===== src/rtl/ir_fetch_sequencer.sv =====
// Instruction-fetch sequencer feeding the IR: reads two bytes per instruction
// (low byte first), steers the IR controls, hands the result to the decoder
// and owns the program counter.
module ir_fetch_sequencer #(
  parameter int unsigned       ADDR_W   = 16,
  parameter logic [ADDR_W-1:0] RESET_PC = '0,
  parameter int unsigned       MAX_WAIT = 15
) (
  input  logic              clk,
  input  logic              rst_n,
  input  logic              run_i,
  output logic [ADDR_W-1:0] mem_address_o,
  output logic              mem_read_o,
  input  logic              mem_ready_i,
  input  logic [7:0]        mem_data_i,
  output logic              ir_e_o,
  output logic [1:0]        ir_funsel_o,
  output logic              ir_lh_o,
  output logic [7:0]        ir_input_o,
  output logic              inst_valid_o,
  output logic [ADDR_W-1:0] inst_addr_o,
  input  logic              decode_ready_i,
  input  logic              pc_load_i,
  input  logic [ADDR_W-1:0] pc_load_value_i,
  output logic              fault_o
);

  localparam int unsigned       WAIT_W    = $clog2(MAX_WAIT + 1);
  localparam logic [WAIT_W-1:0] WAIT_LAST = WAIT_W'(MAX_WAIT - 1);
  localparam logic [1:0]        FS_CLEAR  = 2'b00;
  localparam logic [1:0]        FS_LOAD   = 2'b01;

  typedef enum logic [2:0] {
    S_IDLE     = 3'd0,
    S_CLR      = 3'd1,
    S_FETCH_LO = 3'd2,
    S_FETCH_HI = 3'd3,
    S_DISPATCH = 3'd4,
    S_FAULT    = 3'd5
  } state_e;

  state_e              state_q;
  logic [ADDR_W-1:0]   pc_q;
  logic [ADDR_W-1:0]   inst_addr_q;
  logic [WAIT_W-1:0]   wait_q;
  logic                in_fetch;

  assign in_fetch = (state_q == S_FETCH_LO) || (state_q == S_FETCH_HI);

  // State, PC, instruction address and wait-counter sequencing.
  always_ff @(posedge clk or negedge rst_n) begin
    if (!rst_n) begin
      state_q     <= S_IDLE;
      pc_q        <= RESET_PC;
      inst_addr_q <= '0;
      wait_q      <= '0;
    end else if (pc_load_i && (state_q != S_FAULT)) begin
      // Redirect wins over everything; a DISPATCH handshake this cycle still counts.
      pc_q   <= pc_load_value_i;
      wait_q <= '0;
      if (state_q != S_IDLE) begin
        state_q <= run_i ? S_CLR : S_IDLE;
      end
    end else begin
      case (state_q)
        S_IDLE: begin
          if (run_i) begin
            state_q <= S_CLR;
            wait_q  <= '0;
          end
        end
        S_CLR: begin
          state_q <= S_FETCH_LO;
          wait_q  <= '0;
        end
        S_FETCH_LO, S_FETCH_HI: begin
          if (mem_ready_i) begin
            pc_q   <= pc_q + ADDR_W'(1);
            wait_q <= '0;
            if (state_q == S_FETCH_LO) begin
              inst_addr_q <= pc_q;
              state_q     <= S_FETCH_HI;
            end else begin
              state_q <= S_DISPATCH;
            end
          end else if (wait_q == WAIT_LAST) begin
            state_q <= S_FAULT;
            wait_q  <= '0;
          end else begin
            wait_q <= wait_q + WAIT_W'(1);
          end
        end
        S_DISPATCH: begin
          if (decode_ready_i) begin
            state_q <= run_i ? S_FETCH_LO : S_IDLE;
            wait_q  <= '0;
          end
        end
        S_FAULT: begin
          if (!run_i) begin
            state_q <= S_IDLE;
            wait_q  <= '0;
          end
        end
        default: begin
          state_q <= S_IDLE;
          wait_q  <= '0;
        end
      endcase
    end
  end

  // Output decode from the registered state; IR load strobes follow MemReady.
  always_comb begin
    mem_read_o   = 1'b0;
    ir_e_o       = 1'b0;
    ir_funsel_o  = FS_CLEAR;
    ir_lh_o      = 1'b0;
    inst_valid_o = 1'b0;
    fault_o      = 1'b0;
    case (state_q)
      S_CLR: begin
        ir_e_o      = 1'b1;
        ir_funsel_o = FS_CLEAR;
      end
      S_FETCH_LO, S_FETCH_HI: begin
        mem_read_o = 1'b1;
        if (mem_ready_i) begin
          ir_e_o      = 1'b1;
          ir_funsel_o = FS_LOAD;
          ir_lh_o     = (state_q == S_FETCH_HI);
        end
      end
      S_DISPATCH: inst_valid_o = 1'b1;
      S_FAULT:    fault_o      = 1'b1;
      default:    ;
    endcase
  end

  assign mem_address_o = pc_q;
  assign inst_addr_o   = inst_addr_q;
  assign ir_input_o    = mem_data_i;

  logic unused_fetch;
  assign unused_fetch = in_fetch;

endmodule

===== config.mk =====
export PLATFORM = sky130hd
export DESIGN_NAME = ir_fetch_sequencer
export DESIGN_NICKNAME = d
export VERILOG_FILES = /design/src/rtl/ir_fetch_sequencer.sv
export SDC_FILE = /design/constraint.sdc
export NUM_CORES = 1
export LEC_CHECK = 0
export ABC_AREA = 1
export CAP_MARGIN = 20
export CORE_ASPECT_RATIO = 1.75
export CORE_MARGIN = 3
export CORE_UTILIZATION = 40
export CTS_CLUSTER_SIZE = 20
export DETAILED_ROUTE_END_ITERATION = 8
export PLACE_DENSITY_LB_ADDON = 0.2
export SETUP_SLACK_MARGIN = 0.02
export SLEW_MARGIN = 20
export SYNTH_ARGS = -nofsm -noshare
export SYNTH_HDL_FRONTEND = slang
export SYNTH_SLANG_ARGS = --single-unit
export TNS_END_PERCENT = 10

===== constraint.sdc =====
create_clock -name clk -period 3.2 [get_ports clk]
set_input_delay 0.32 -clock clk [delete_from_list [all_inputs] [get_ports clk]]
set_output_delay 0.32 -clock clk [all_outputs]
set_load 0.01 [all_outputs]

==> out/qor.txt, run 1 <==
Clk_lat worst skew = 0.29 ns
Placed cell areas = 0.00298 sq mm
Largest net degree at the start of global routing = 40
Layout area overhead = 26.5%
Crit Path Category = flip-flop to output pin
Post-Layout Cell Count = 443
Minimum clock period = 2.26 ns
Num rows = 37
Antenna violations before repair = 0
HPWL Detailed = 4.37 mm
First-pass GRT wire length = 9.54 mm
Status = complete, no violations
Vias in the first global route = 2109
Reg clk slew, reported paths = 0.08 ns
Post-Syn Instances = 314
GRT met3 Usage = 0.0317
Die width = 65.2 um
Setup TNS = 0 ns
Routed Antenna Nets = 0
Pwr/cell area = 786 mW/mm^2
Sequential area share after synthesis = 0.398
Crit end category = output pin
Final Slew Violations = 0
Core region area = 0.00593 sq mm
Routed via count = 2147
Clk root buf = clkbuf_8
Pre-CTS setup slack = 1.01 ns
Die Ht = 110 um
Final wirelength = 5.76 mm
Worst Path Required = 2.88 ns
# Post-CTS Setup Buffers = 0
Most used DFF post-synth = dfrtp_1
Register-to-register setup slack = 1.37 ns
Final worst clock skew = 0.00728 ns
Die ar. = 0.00714 sq mm
Avg Cell Area, Syn = 7.80 sq um
Post-synth EDFFs = 0
Critical Path Fanout Max = 9
CTS H-tree lvls = 2
# diodes = 0
Core Util, Final = 0.523
Net Count, Synth = 347
Synthesis-stage register bit count = 39
Post-route cell area = 0.00310 sq mm
Number of hold buffers added after CTS = 0
Slew headroom = 0.409
Clk sink count = 39
Final Hold Vio Count = 0
CP Data Arrival Time = 1.94 ns
Maximum vdd drop = 0.322 mV
Post-CTS Resized = 0
Vias per inst = 4.85
CTS tree = built
RSZ-0062 raised after global routing = no
Final-report setup violation count = 0
Register-to-Register Path Depth = 8
GR Util All Layers = 0.171
GR Overflow Total = 0
Clk buf depth = 2
Worst Tran Pin Value = 0.886 ns
Total CTS buffers = 5
Yosys warning total = 0
GP Congestion = 0.842
Initial Util = 0.413
TritonRoute pass-1 iters = 4
Nets = 397
I/O pin total = 77
Met1 Use GR = 0.182
RR Startpoint = state_q[0]
Initial DRC Count = 87
Post-Syn Area = 0.00245 sq mm
Maxcap violations = 0
Reg-to-Reg End = mem_address_o[14]
P_leak = 0.00148 uW
Hold Crit Class = primary input to async pin
Remaining DRCs = 0
Input/output buffers = 59
WL/cell = 13.0 um
Layout cells sized above 1 = 0.112
Synth cell types = 34
Synth async-reset ratio = 1.00
Final worst setup slack = 0.942 ns
Fillers = 645
Met2 Usage GRT = 0.325
DP Cell Count = 435
GR peak layer = met2
Final period utilization = 0.706
Crit start category = flip-flop
Peak Freq = 443 MHz
[synthesized netlist by cell type, types with 2 or more instances]
cell,number,area share
a21oi_1,2,0.0041
buf_4,10,0.031
buf_6,5,0.023
dfrtp_1,39,0.40
ha_1,3,0.015
inv_1,39,0.060
inv_2,2,0.0031
nand2_1,88,0.13
nand2_4,3,0.014
nand3_1,30,0.061
nand4_1,9,0.023
nor2_1,19,0.029
nor2_4,3,0.014
nor3_1,3,0.0061
o211ai_1,3,0.0092
o21ai_0,12,0.025
o21ai_1,6,0.012
o21ai_2,18,0.064
o22ai_1,2,0.0051
xor2_1,4,0.014
[state kept, by name, indices dropped and copies added (netlist names)]
| signal | flops |
|---|---|
| wait_q | 4 |
| inst_addr_o | 16 |
| state_q | 3 |
| mem_address_o | 16 |
[worst max-delay path, stage by stage (launching register included)]
cell,delay [ns]
dfrtp_1,0.50
inv_2,0.14
nand2_1,0.12
nor2_4,0.27
clkdlybuf4s50_1,0.60
[placed cells by master, fill, tap and decap left out, drive strengths merged, types with 4 or more instances in the layout]
cell and instances:
nand2 93, clkdlybuf4s50 58, inv 41, dfrtp 39, o21ai 36, nand3 32, nor2 23, nand4 9
clkbuf 6, xor2 4
[where the power goes]
part / leakage [uW] / switching (uW) / internal [uW]
clock network: 0.0000612 / 175 / 252
logic: 0.000928 / 598 / 551
registers: 0.000491 / 190 / 669
[kinds of logic after synthesis]
group / count (synthesis) / share of synthesized area
buf+inv: 58 / 0.126
flops: 39 / 0.398
compound gates: 44 / 0.124
simple gates: 164 / 0.317
other cells: 1 / 0.00153
xor+xnor: 5 / 0.0179
fa+ha+maj: 3 / 0.0153
[cell type report]
class,count,area [sq um],share of cell area
multi-input cells,217,1160,0.376
flip-flops and latches,39,976,0.315
repair buffers,59,586,0.189
inverters,42,158,0.0509
well taps,78,97.6,0.0315
clock buffers,6,82.6,0.0266
clock inverters,2,35.0,0.0113
[routing by layer]
layer	vias to the layer above	wire length (um)
met1	1002	2310
met3	6	207
li1	1097	-
met5	-	0
met2	42	3170
met4	0	80
[per-stage QoR]
step	hold WS, ns	power [uW]
after global routing	0.211	2630
after detailed placement	0.468	2030
after global placement	0.468	2010
after CTS	0.182	2470
final	0.137	2440
after floorplan	0.0244	1510
[worst max-delay path by stage]
stage | from | end | slack (ns) | cells past startpoint
5_1_grt | state_q[2] | ir_funsel_o[0] | 0.87 | 4
3_3_place_gp | mem_ready_i | ir_funsel_o[0] | 1.03 | 4
6_report | state_q[2] | ir_funsel_o[0] | 0.94 | 4
3_5_place_dp | mem_ready_i | ir_funsel_o[0] | 1.01 | 4
4_1_cts | state_q[2] | ir_funsel_o[0] | 0.95 | 4
2_1_floorplan | mem_address_o[1] | mem_address_o[8] | 1.79 | 8
No activity file was read; power rests on OpenSTA's default activity.
==> run 2, diff against run 1 <==
- clock period: 3.2 -> 2.3 ns (I/O delays scaled with it)
==> run 2 against run 1 <==
Compared with the run above:
- combinational power increased by 40%
- largest power group unchanged
- register-to-register slack got worse by 0.89 ns
- count of clock-buffer cells in the layout unchanged
- clock power increased by 57%
- via count increased by 2.0%
- worst setup slack got worse by 0.78 ns
- die area unchanged
- clock skew decreased by 0.0014 ns
- highest routed layer unchanged
==> out/qor.txt, run 2 (synthesis gave the netlist of run 1 again) <==
Status = complete, no violations (unchanged)
Initial DRC Count = 88 (was 87)
WL/cell = 13.0 um (about the same)
Final Hold Vio Count = 0 (unchanged)
CTS H-tree lvls = 2 (unchanged)
Register-to-Register Path Depth = 7 (was 8)
Commonest cells after routing, fill and taps aside = nand2_1 (88), clkdlybuf4s50_1 (58), inv_1 (39), dfrtp_1 (39), nand3_1 (30) (unchanged)
CP Data Arrival Time = 1.91 ns (was 1.94 ns)
Post-CTS Resized = 0 (unchanged)
P_leak = 0.00149 uW (was 0.00148 uW)
Worst Tran Pin Value = 0.892 ns (was 0.886 ns)
Routed Antenna Nets = 0 (unchanged)
Minimum clock period = 2.14 ns
Hold WS = 0.0620 ns (was 0.137 ns)
Initial Util = 0.413 (unchanged)
Total CTS buffers = 5 (unchanged)
GR Overflow Total = 0 (unchanged)
Vias in the first global route = 2064 (was 2109)
First-pass GRT wire length = 9.69 mm (was 9.54 mm)
Num rows = 37 (unchanged)
Final wirelength = 5.79 mm (was 5.76 mm)
Die Ht = 110 um (unchanged)
Critical Path Fanout Max = 9 (unchanged)
Placed cell areas = 0.00299 sq mm (was 0.00298 sq mm)
Commonest non-fill, non-tap cell in the layout = nand2_1 (unchanged)
Register-to-register setup slack = 0.48 ns (was 1.37 ns)
Die ar. = 0.00714 sq mm (unchanged)
Remaining DRCs = 0 (unchanged)
Die width = 65.2 um (unchanged)
# Post-CTS Setup Buffers = 0 (unchanged)
Antenna violations before repair = 0 (unchanged)
Core region area = 0.00593 sq mm (unchanged)
GP Congestion = 0.858 (was 0.842)
Crit end category = output pin (unchanged)
GR Util All Layers = 0.174 (was 0.171)
Worst Path Required = 2.07 ns (was 2.88 ns)
Clk sink count = 39 (unchanged)
Final worst clock skew = 0.00588 ns (was 0.00728 ns)
Number of hold buffers added after CTS = 0 (unchanged)
CTS tree = built (unchanged)
Peak Freq = 468 MHz
Nets = 398 (was 397)
TritonRoute pass-1 iters = 4 (unchanged)
Clk_lat worst skew = 0.29 ns (about the same)
# diodes = 0 (unchanged)
RSZ-0062 raised after global routing = no (unchanged)
Largest net degree at the start of global routing = 40 (unchanged)
Final period utilization = 0.930
CP Capture Point = ir_funsel_o[0] (unchanged)
HPWL Detailed = 4.38 mm (was 4.37 mm)
Slew headroom = 0.405 (was 0.409)
Crit Path Category = flip-flop to output pin (unchanged)
Setup TNS = 0 ns (unchanged)
Post-route cell area = 0.00312 sq mm (was 0.00310 sq mm)
Maximum vdd drop = 0.496 mV (was 0.322 mV)
Input/output buffers = 59 (unchanged)
Hold Crit Class = primary input to async pin (unchanged)
Final-report setup violation count = 0 (unchanged)
RR Startpoint = state_q[0] (unchanged)
Vias per inst = 4.93 (was 4.85)
Clk buf depth = 2 (unchanged)
Layout area overhead = 27.4% (was 26.5%)
Worst Setup SP = state_q[2] (unchanged)
Clk root buf = clkbuf_8 (unchanged)
Crit start category = flip-flop (unchanged)
I/O pin total = 77 (unchanged)
Reg clk slew, reported paths = 0.08 ns (about the same)
Pwr/cell area = 1110 mW/mm^2 (was 786 mW/mm^2)
Final Slew Violations = 0 (unchanged)
Pre-CTS setup slack = 0.298 ns (was 1.01 ns)
Reg-to-Reg End = inst_addr_o[12] (was mem_address_o[14])
Routed via count = 2190 (was 2147)
Maxcap violations = 0 (unchanged)
Final worst setup slack = 0.162 ns (was 0.942 ns)
Layout cells sized above 1 = 0.112 (about the same)
run 2: changes by cell type in the layout (fill, tap and decap cells not counted), sizes merged:
cell	previous run	this run
buf	1	2
bufinv	1	2
clkinv	2	1
run 2: critical path, cell delays in order, from the launching register on:
cell	delay, ns
dfrtp_1	0.49
inv_2	0.14
nand2_1	0.12
nor2_4	0.26
clkdlybuf4s50_1	0.60
run 2: layout make-up:
type / instances / area [sq um]
fill: 643 / 2800
multi-input combinational: 217 / 1160
clock inverter: 2 / 60.1
timing repair buffer: 60 / 593
tap: 78 / 97.6
sequential: 39 / 976
clock buffer: 6 / 72.6
inverter: 42 / 158
run 2: report_power, final:
part	internal [uW]	switching (uW)	total (uW)
combinational	772	834	1610
sequential	930	264	1190
clock	434	238	672
run 2: layer usage:
layer / GRT usage / wire length (um) / part of all wire / vias to the layer above
met1: 0.202 / 2230 / 0.38 / 1006
met5: 0 / 0 / 0 / -
met2: 0.313 / 3170 / 0.55 / 74
met4: 0.0638 / 107 / 0.018 / 0
li1: - / - / - / 1101
met3: 0.0317 / 290 / 0.050 / 9
run 2: through the flow:
stage | util | std cells | power [uW]
after detailed placement | 0.504 | 436 | 2830
after floorplan | - | 314 | 2100
final | 0.527 | 444 | 3470
after global placement | 0.504 | 436 | 2800
after CTS | 0.527 | 444 | 3520
after global routing | 0.527 | 444 | 3750
run 2: worst min-delay path by stage:
| stage | startpoint | to | slack (ns) | depth (start not counted) |
|---|---|---|---|---|
| after floorplan | rst_n | inst_addr_o[0] | -0.07 | 0 |
| after global placement | rst_n | wait_q[0] | 0.42 | 1 |
| after detailed placement | rst_n | wait_q[0] | 0.42 | 1 |
| after CTS | rst_n | wait_q[0] | 0.1 | 1 |
| after global routing | rst_n | mem_address_o[9] | 0.12 | 1 |
| final | rst_n | inst_addr_o[12] | 0.06 | 1 |
